`src/rtl/debouncer_5ms.sv`:
```
// Multi-channel push-button debouncer: two-flop synchronizer per input, then a
// per-channel FSM that accepts a new level after STABLE_TICKS agreeing Enable ticks.
module debouncer_5ms #(
  parameter int unsigned N_BTN        = 4,
  parameter int unsigned STABLE_TICKS = 4
) (
  input  logic             CLK,
  input  logic             Reset,
  input  logic             Enable,
  input  logic [N_BTN-1:0] Btn_in,
  output logic [N_BTN-1:0] Btn_level,
  output logic [N_BTN-1:0] Btn_press,
  output logic [N_BTN-1:0] Btn_release
);

  localparam int unsigned     CNT_W    = 4;
  localparam logic [CNT_W-1:0] CNT_LAST = CNT_W'(STABLE_TICKS - 1);

  typedef enum logic [1:0] {
    LOW_STABLE  = 2'd0,
    RISE_CHECK  = 2'd1,
    HIGH_STABLE = 2'd2,
    FALL_CHECK  = 2'd3
  } state_t;

  logic [N_BTN-1:0] r_sync1;
  logic [N_BTN-1:0] r_sync2;

  // Synchronizer runs every clock, independent of the sampling tick.
  always_ff @(posedge CLK) begin
    if (Reset) begin
      r_sync1 <= '0;
      r_sync2 <= '0;
    end else begin
      r_sync1 <= Btn_in;
      r_sync2 <= r_sync1;
    end
  end

  for (genvar g = 0; g < int'(N_BTN); g++) begin : g_chan
    state_t           r_state;
    state_t           w_state_nxt;
    logic [CNT_W-1:0] r_cnt;
    logic [CNT_W-1:0] w_cnt_nxt;
    logic             r_level;
    logic             w_level_nxt;
    logic             r_press;
    logic             w_press_nxt;
    logic             r_release;
    logic             w_release_nxt;
    logic             w_sync;

    assign w_sync = r_sync2[g];

    always_ff @(posedge CLK) begin
      if (Reset) begin
        r_state   <= LOW_STABLE;
        r_cnt     <= '0;
        r_level   <= 1'b0;
        r_press   <= 1'b0;
        r_release <= 1'b0;
      end else begin
        r_state   <= w_state_nxt;
        r_cnt     <= w_cnt_nxt;
        r_level   <= w_level_nxt;
        r_press   <= w_press_nxt;
        r_release <= w_release_nxt;
      end
    end

    // Pulses default low every cycle so they last exactly one clock.
    always_comb begin
      w_state_nxt   = r_state;
      w_cnt_nxt     = r_cnt;
      w_level_nxt   = r_level;
      w_press_nxt   = 1'b0;
      w_release_nxt = 1'b0;
      if (Enable) begin
        case (r_state)
          LOW_STABLE: begin
            if (w_sync) begin
              w_state_nxt = RISE_CHECK;
              w_cnt_nxt   = CNT_W'(1);
            end else begin
              w_cnt_nxt   = '0;
            end
          end
          RISE_CHECK: begin
            if (!w_sync) begin
              w_state_nxt = LOW_STABLE;
              w_cnt_nxt   = '0;
            end else if (r_cnt >= CNT_LAST) begin
              w_state_nxt = HIGH_STABLE;
              w_cnt_nxt   = '0;
              w_level_nxt = 1'b1;
              w_press_nxt = 1'b1;
            end else begin
              w_cnt_nxt   = r_cnt + CNT_W'(1);
            end
          end
          HIGH_STABLE: begin
            if (!w_sync) begin
              w_state_nxt = FALL_CHECK;
              w_cnt_nxt   = CNT_W'(1);
            end else begin
              w_cnt_nxt   = '0;
            end
          end
          FALL_CHECK: begin
            if (w_sync) begin
              w_state_nxt = HIGH_STABLE;
              w_cnt_nxt   = '0;
            end else if (r_cnt >= CNT_LAST) begin
              w_state_nxt   = LOW_STABLE;
              w_cnt_nxt     = '0;
              w_level_nxt   = 1'b0;
              w_release_nxt = 1'b1;
            end else begin
              w_cnt_nxt     = r_cnt + CNT_W'(1);
            end
          end
          default: begin
            w_state_nxt = LOW_STABLE;
            w_cnt_nxt   = '0;
          end
        endcase
      end
    end

    assign Btn_level[g]   = r_level;
    assign Btn_press[g]   = r_press;
    assign Btn_release[g] = r_release;
  end

endmodule

```
`config.mk`:
```
export PLATFORM = sky130hd
export DESIGN_NAME = debouncer_5ms
export DESIGN_NICKNAME = d
export VERILOG_FILES = /design/src/rtl/debouncer_5ms.sv
export SDC_FILE = /design/constraint.sdc
export NUM_CORES = 1
export LEC_CHECK = 0
export ABC_CLOCK_PERIOD_IN_PS = 1800
export CAP_MARGIN = 15
export CORE_AREA = 2 2 76 49
export CTS_CLUSTER_DIAMETER = 200
export DETAILED_ROUTE_END_ITERATION = 16
export DIE_AREA = 0 0 78 51
export GPL_ROUTABILITY_DRIVEN = 0
export PLACE_DENSITY_LB_ADDON = 0.12
export SYNTH_ARGS = -nofsm -noshare
export SYNTH_HDL_FRONTEND = slang
export SYNTH_SLANG_ARGS = --single-unit
```
`constraint.sdc`:
```
create_clock -name CLK -period 1.8 [get_ports CLK]
set_input_delay 0.27 -clock CLK [delete_from_list [all_inputs] [get_ports CLK]]
set_output_delay 0.27 -clock CLK [all_outputs]
set_load 0.1 [all_outputs]
```
==> reports/metrics.cfg, run 1 <==
[power]
switching_share_pct = 20.0
power.internal_mw = 1.51
pwr-share-comb_pct = 3.9
power.switching_uw = 377
vdd_ir_drop_max_mv = 0.639
p_leak_nw = 0.800
seqPwrFrac_pct = 52.8
power.density_nw_per_um2 = 904
clock_power_share_pct = 43.3

[critical_path]
crit_family = flip-flops
crit_fanout = 3
path_cells = ha_1 > o311ai_2 > mux2i_1 > nor2_2
critPathCaptureType = flop
rrSetupSlack_ps = 460
reg2reg_from = g_chan[1].r_cnt[0]
cp-start-kind = flop
cp_slowest_stage_delay_ps = 350
criticalPathCategory = flop to flop
rr_worst_depth = 4
slowest_stage = dfxtp_1
crit_buf_inv = 0
worstPathRequired_ps = 2000
crit_arrival_ps = 1540

[flow_run]
drv_cap = 0

[final_layout]
final_common_cell = dfxtp_1
layout-drive-gt1-share_pct = 14.3
syn_to_final_growth_pct = 13.4
layout_common_cells = dfxtp_1, a21oi_1, buf_4, nand2b_1, and2_1
design_area_sq_um = 2090
layout.nets = 206
num_antenna_cells = 0

[timing]
hold_viol = 0
skew_ps = 5.55
rsz0062_at_grt = no
min_period_ps = 1340
fmax_mhz = 748
final.period_utilization_pct = 74.3
fin_ws_ps = 463
setup-violations-final = 0
tightest_slew_ps = 384
report.final.slew_viol_count = 0
tns_ps = 0
slew_headroom_pct = 74.3

[routing]
drc = 0
drt_first_pass_iters = 4
route.vias.total = 1275
drt-initial-drc-count = 44
post_drt_wl_per_cell_um = 12.5
vias_per_cell = 5.25
ant_nets = 0
routed_wl_mm = 3.05

[clock_tree]
cts_resized = 0
clock_sinks = 44
cts.htree.levels = 2
numCtsBuffers = 5
hold_buffers = 0
cts_max_path_buffers = 2
post-cts-setup-buffer-count = 0
clockRootBuffer = clkbuf_8
clock_latency_ps = 300
cts.clk_slew.worst_paths_ps = 80
cts_tree = yes

[logic_synthesis]
synth_nets = 196
ys_ff_latch = 44
synth.cell_area_sq_um = 1840
synth_edf_count = 0
ys.flop_type = dfxtp_1
yosysTopAreaCellShare_pct = 47.8
synth_sequential_area_ratio_pct = 47.8
yosysWarnings = 0
synthCells = 185
yosysTopAreaCell = dfxtp_1
ys_async_sr_fraction_pct = 0
synth_cell_types = 32
synthTopCellsByArea = dfxtp_1, buf_4, and2_1, nand2b_1, a21oi_1
postSynthAreaPerCell_sq_um = 9.96

[global_routing]
grt_start_max_net_pins = 33
gr-total-overflow = 0
antenna_found_initial = 0
track_usage_pct = 17.5
grt_pass1_wl_mm = 5.33
first_global_vias = 1196

[min_path]
min_from = r_sync1[2]
hold_depth = 1
hp-class = flop to flop
min_delay_worst_endpoint = r_sync2[2]

[outcome]
outcome = finished clean

[die]
placementRows = 17
core-area_sq_um = 3400
die_h_um = 51
chipWidth_um = 78
start_util_pct = 54.1
die_area_sq_um = 3980
io_pins = 19

[place]
pre_cts_ws_ps = 227
dpl_cell_area_sq_um = 1960
portBuffers = 18
dpl.hpwl_mm = 2.05

logic make-up (layout without fill, tap and decap cells):
| family | after synthesis | in the layout | share of synthesized area [%] |
|---|---|---|---|
| xor gates and xnor gates | 4 | 4 | 1.90 |
| muxes | 3 | 3 | 1.63 |
| adders and majority gates | 4 | 4 | 2.72 |
| buffers and inverters | 25 | 36 | 8.15 |
| AOI/OAI and AO/OA | 38 | 38 | 16.2 |
| and+or+nand+nor | 67 | 67 | 21.6 |
| DFF | 44 | 44 | 47.8 |
power groups by stage:
stage	Combinational (mW)	Sequential [mW]	Clock (mW)
after floorplan	0.0461	1.02	0
after global placement	0.0706	1.02	0
after detailed placement	0.0741	1.02	0
after CTS	0.0745	0.996	0.838
after global routing	0.0822	0.999	0.881
final	0.0742	0.996	0.817
synth_stat cells (2+ instances only):
master	number
dfxtp_1	44
clkbuf_1	4
nor2b_1	8
o2bb2ai_1	3
nor3b_1	5
nand3b_1	4
ha_1	4
nand4_1	4
buf_4	13
o311ai_4	2
and2_1	12
xor2_1	4
o41ai_1	4
nand3_1	4
o21ai_0	4
o21bai_1	3
nand2_1	2
inv_1	7
a21oi_1	14
mux2i_1	3
nor2_1	6
nand2b_1	12
nor3_1	7
o211ai_1	4
layout make-up:
cell class	count	area (sq um)
Timing Repair Buffer	21	185
Inverter	7	26.3
Sequential cell	44	881
Clock inverter	1	30.0
Tap cell	47	58.8
Clock buffer	7	96.3
Multi-Input combinational cell	116	811
Fill cell	302	1320
per-stage QoR:
stage	power, mW	hold WS, ps	util, %	cells
after global routing	1.96	468	61.4	243
after global placement	1.09	417	57.6	235
after detailed placement	1.09	427	57.6	235
after CTS	1.91	443	61.4	243
after floorplan	1.06	342	-	185
final	1.89	440	61.4	243
sequential cells by signal (all words and copies together), names as in the netlist, named ones only:
name and count:
g_chan.r_cnt 16, r_sync1 4, g_chan.r_state 4, g_chan.r_press 4, g_chan.r_release 4, r_sync2 4, g_chan.r_level 4
metal layers:
metal | vias up | wire length, um | global-route usage [%]
met4 | 0 | 40 | 7.31
met2 | 13 | 1380 | 27.6
met3 | 6 | 122 | 7.07
met5 | - | 0 | 0
li1 | 655 | - | -
met1 | 601 | 1500 | 21.6
how the worst max path moves through the flow:
| stage | slack, ps | startpoint | end | cells past startpoint |
|---|---|---|---|---|
| detailed placement | 230 | Enable | g_chan[2].r_level | 5 |
| CTS | 470 | g_chan[1].r_cnt[0] | flop | 4 |
| finish | 460 | g_chan[1].r_cnt[0] | flop | 4 |
| global placement | 300 | Reset | g_chan[2].r_press | 4 |
| floorplan | 590 | g_chan[1].r_cnt[0] | flop | 4 |
| global route | 400 | g_chan[1].r_cnt[0] | flop | 4 |
No activity file was read; power rests on OpenSTA's default activity.
==> inputs of run 2 (changes only) <==
--- a/config.mk
+++ b/config.mk
@@ -5,12 +5,12 @@
 export SDC_FILE = /design/constraint.sdc
 export NUM_CORES = 1
 export LEC_CHECK = 0
-export ABC_CLOCK_PERIOD_IN_PS = 1800
+export ABC_CLOCK_PERIOD_IN_PS = 1100
 export CAP_MARGIN = 15
-export CORE_AREA = 2 2 76 49
+export CORE_AREA = 2 2 82 53
 export CTS_CLUSTER_DIAMETER = 200
 export DETAILED_ROUTE_END_ITERATION = 16
-export DIE_AREA = 0 0 78 51
+export DIE_AREA = 0 0 84 55
 export GPL_ROUTABILITY_DRIVEN = 0
 export PLACE_DENSITY_LB_ADDON = 0.12
 export SYNTH_ARGS = -nofsm -noshare
==> constraint.sdc (replaced) <==
create_clock -name CLK -period 1.1 [get_ports CLK]
set_input_delay 0.165 -clock CLK [delete_from_list [all_inputs] [get_ports CLK]]
set_output_delay 0.165 -clock CLK [all_outputs]
set_load 0.1 [all_outputs]
==> reports/metrics.cfg, run 2 (synthesized netlist as in run 1, its figures left out) <==
[final_layout]
final_cells = 258  ; +6.2%
regMostFlops = g_chan.r_cnt
syn_to_final_growth_pct = 36.5
final_common_cell = dfxtp_1
largest_reg_flops = 16  ; unchanged
layout-drive-gt1-share_pct = 35.1  ; +21 points
final.fill_count = 303  ; +0.33%
design_area_sq_um = 2510  ; +20%
num_antenna_cells = 0  ; unchanged
layout.nets = 218  ; +5.8%

[power]
p_total_mw = 2.99  ; +58%
power.density_nw_per_um2 = 1190  ; +31%
p_leak_nw = 0.926  ; +16%
vdd_ir_drop_max_mv = 0.757  ; +18%

[routing]
drc = 0  ; unchanged
drt_first_pass_iters = 6  ; +2
routed_wl_mm = 3.55  ; +17%
route.vias.total = 1330  ; +4.3%
post_drt_wl_per_cell_um = 13.8  ; +9.8%
drt-initial-drc-count = 32  ; -27%
vias_per_cell = 5.16  ; -1.8%
ant_nets = 0  ; unchanged

[die]
die_area_sq_um = 4620  ; +16%
placementRows = 18  ; +1
io_pins = 19  ; unchanged
start_util_pct = 47.3  ; -6.8 points
chipWidth_um = 84  ; +7.7%
core-area_sq_um = 3900  ; +14%
die_h_um = 55  ; +7.8%

[clock_tree]
cts.clk_slew.worst_paths_ps = 80  ; about the same
clock_sinks = 44  ; unchanged
hold_buffers = 0  ; unchanged
cts_max_path_buffers = 2  ; unchanged
cts_tree = yes
clock_latency_ps = 290  ; about the same
cts.htree.levels = 2  ; unchanged
clockRootBuffer = clkbuf_8
numCtsBuffers = 5  ; unchanged

[timing]
hold_viol = 0  ; unchanged
skew_ps = 5.85  ; +0.301 ps
tightest_slew_ps = 397  ; +12.4 ps
setup-violations-final = 14  ; +14
report.final.slew_viol_count = 0  ; unchanged
fmax_mhz = 823  ; +10%
final.period_utilization_pct = 110  ; +36 points
min_period_ps = 1210  ; -122 ps
whs_ps = 420  ; -20.3 ps
fin_ws_ps = -115  ; -578 ps
slew_headroom_pct = 73.4  ; -0.94 points
rsz0062_at_grt = yes

[place]
dpl_cell_area_sq_um = 2220  ; +13%
dpl.hpwl_mm = 2.46  ; +20%
dp_cells = 249  ; +6.0%
portBuffers = 18  ; unchanged

[critical_path]
criticalPathCategory = flop to flop
crit_family = simple AND/OR/NAND/NOR gates
crit_buf_inv = 0  ; unchanged
path_cells = ha_4 > nor3_1 > nand4_1 > a21oi_1
cp-start-kind = flop
cp_slowest_stage_delay_ps = 340  ; about the same
slowest_stage = dfxtp_2
crit_arrival_ps = 1430  ; -110 ps
crit_fanout = 3  ; unchanged
worstPathRequired_ps = 1320  ; -680 ps
critPathCaptureType = flop

[global_routing]
first_global_vias = 1236  ; +3.3%
gr-total-overflow = 0  ; unchanged
grt_pass1_wl_mm = 5.62  ; +5.4%
track_usage_pct = 16.1  ; -1.5 points
antenna_found_initial = 0  ; unchanged
grt_start_max_net_pins = 16  ; -52%

[flow_run]
drv_cap = 0  ; unchanged

[outcome]
violations = negative setup slack
outcome = finished with violations

[min_path]
hp-class = primary input to flop

==> run 2: final timing paths <==
| check | startpoint | end | cells past startpoint | slack, ps |
|---|---|---|---|---|
| worst max-delay path | g_chan[3].r_cnt[0] | g_chan[3].r_cnt[1] | 4 | -110 |
| worst min-delay path | Btn_in[0] | r_sync1[0] | 2 | 420 |
| worst max register to register | g_chan[3].r_cnt[0] | g_chan[3].r_cnt[1] | 4 | -110 |
| worst min register to register | r_sync1[3] | r_sync2[3] | 1 | 440 |
==> run 2: repair_timing <==
| item | in CTS | in global routing |
|---|---|---|
| endpoints found under the setup margin | 25 | 35 |
| setup buffers | 0 | 1 |
| pin swaps | 5 | 7 |
| gates resized for setup | 16 | 25 |
==> run 2: power by group <==
group,total [mW],internal (mW),switching (mW),leakage [nW]
combinational,0.153,0.0797,0.0732,0.508
clock,1.20,0.674,0.527,0.0552
sequential,1.63,1.61,0.0228,0.363
total,2.99,2.36,0.623,0.926
==> run 2: area by class of cell <==
class                      count  area, sq um  share of cell area, %
clock buffer                   6         72.6                   2.89
clock inverter                 2         35.0                   1.39
inverter                       7         26.3                   1.04
multi-input combinational    116          995                   39.6
sequential                    44          900                   35.8
tap                           50         62.6                   2.49
timing repair buffer          33          424                   16.9
==> run 2: routing by layer <==
layer / vias to the layer above / part of all wire [%] / GRT usage [%]
met5: - / 0 / 0
met4: 0 / 0.34 / 6.99
met3: 2 / 2.7 / 5.04
met2: 13 / 47 / 26.1
met1: 636 / 50 / 20.3
li1: 679 / - / -
==> run 2: stage by stage <==
stage / TNS (ps) / util, % / setup slack [ps]
final: -927 / 64.5 / -115
after global routing: -1820 / 64.5 / -135
after CTS: -545 / 61.6 / -88.6
after detailed placement: -8750 / 56.9 / -260
after global placement: -7590 / 56.9 / -243
after floorplan: -104 / - / -57.8
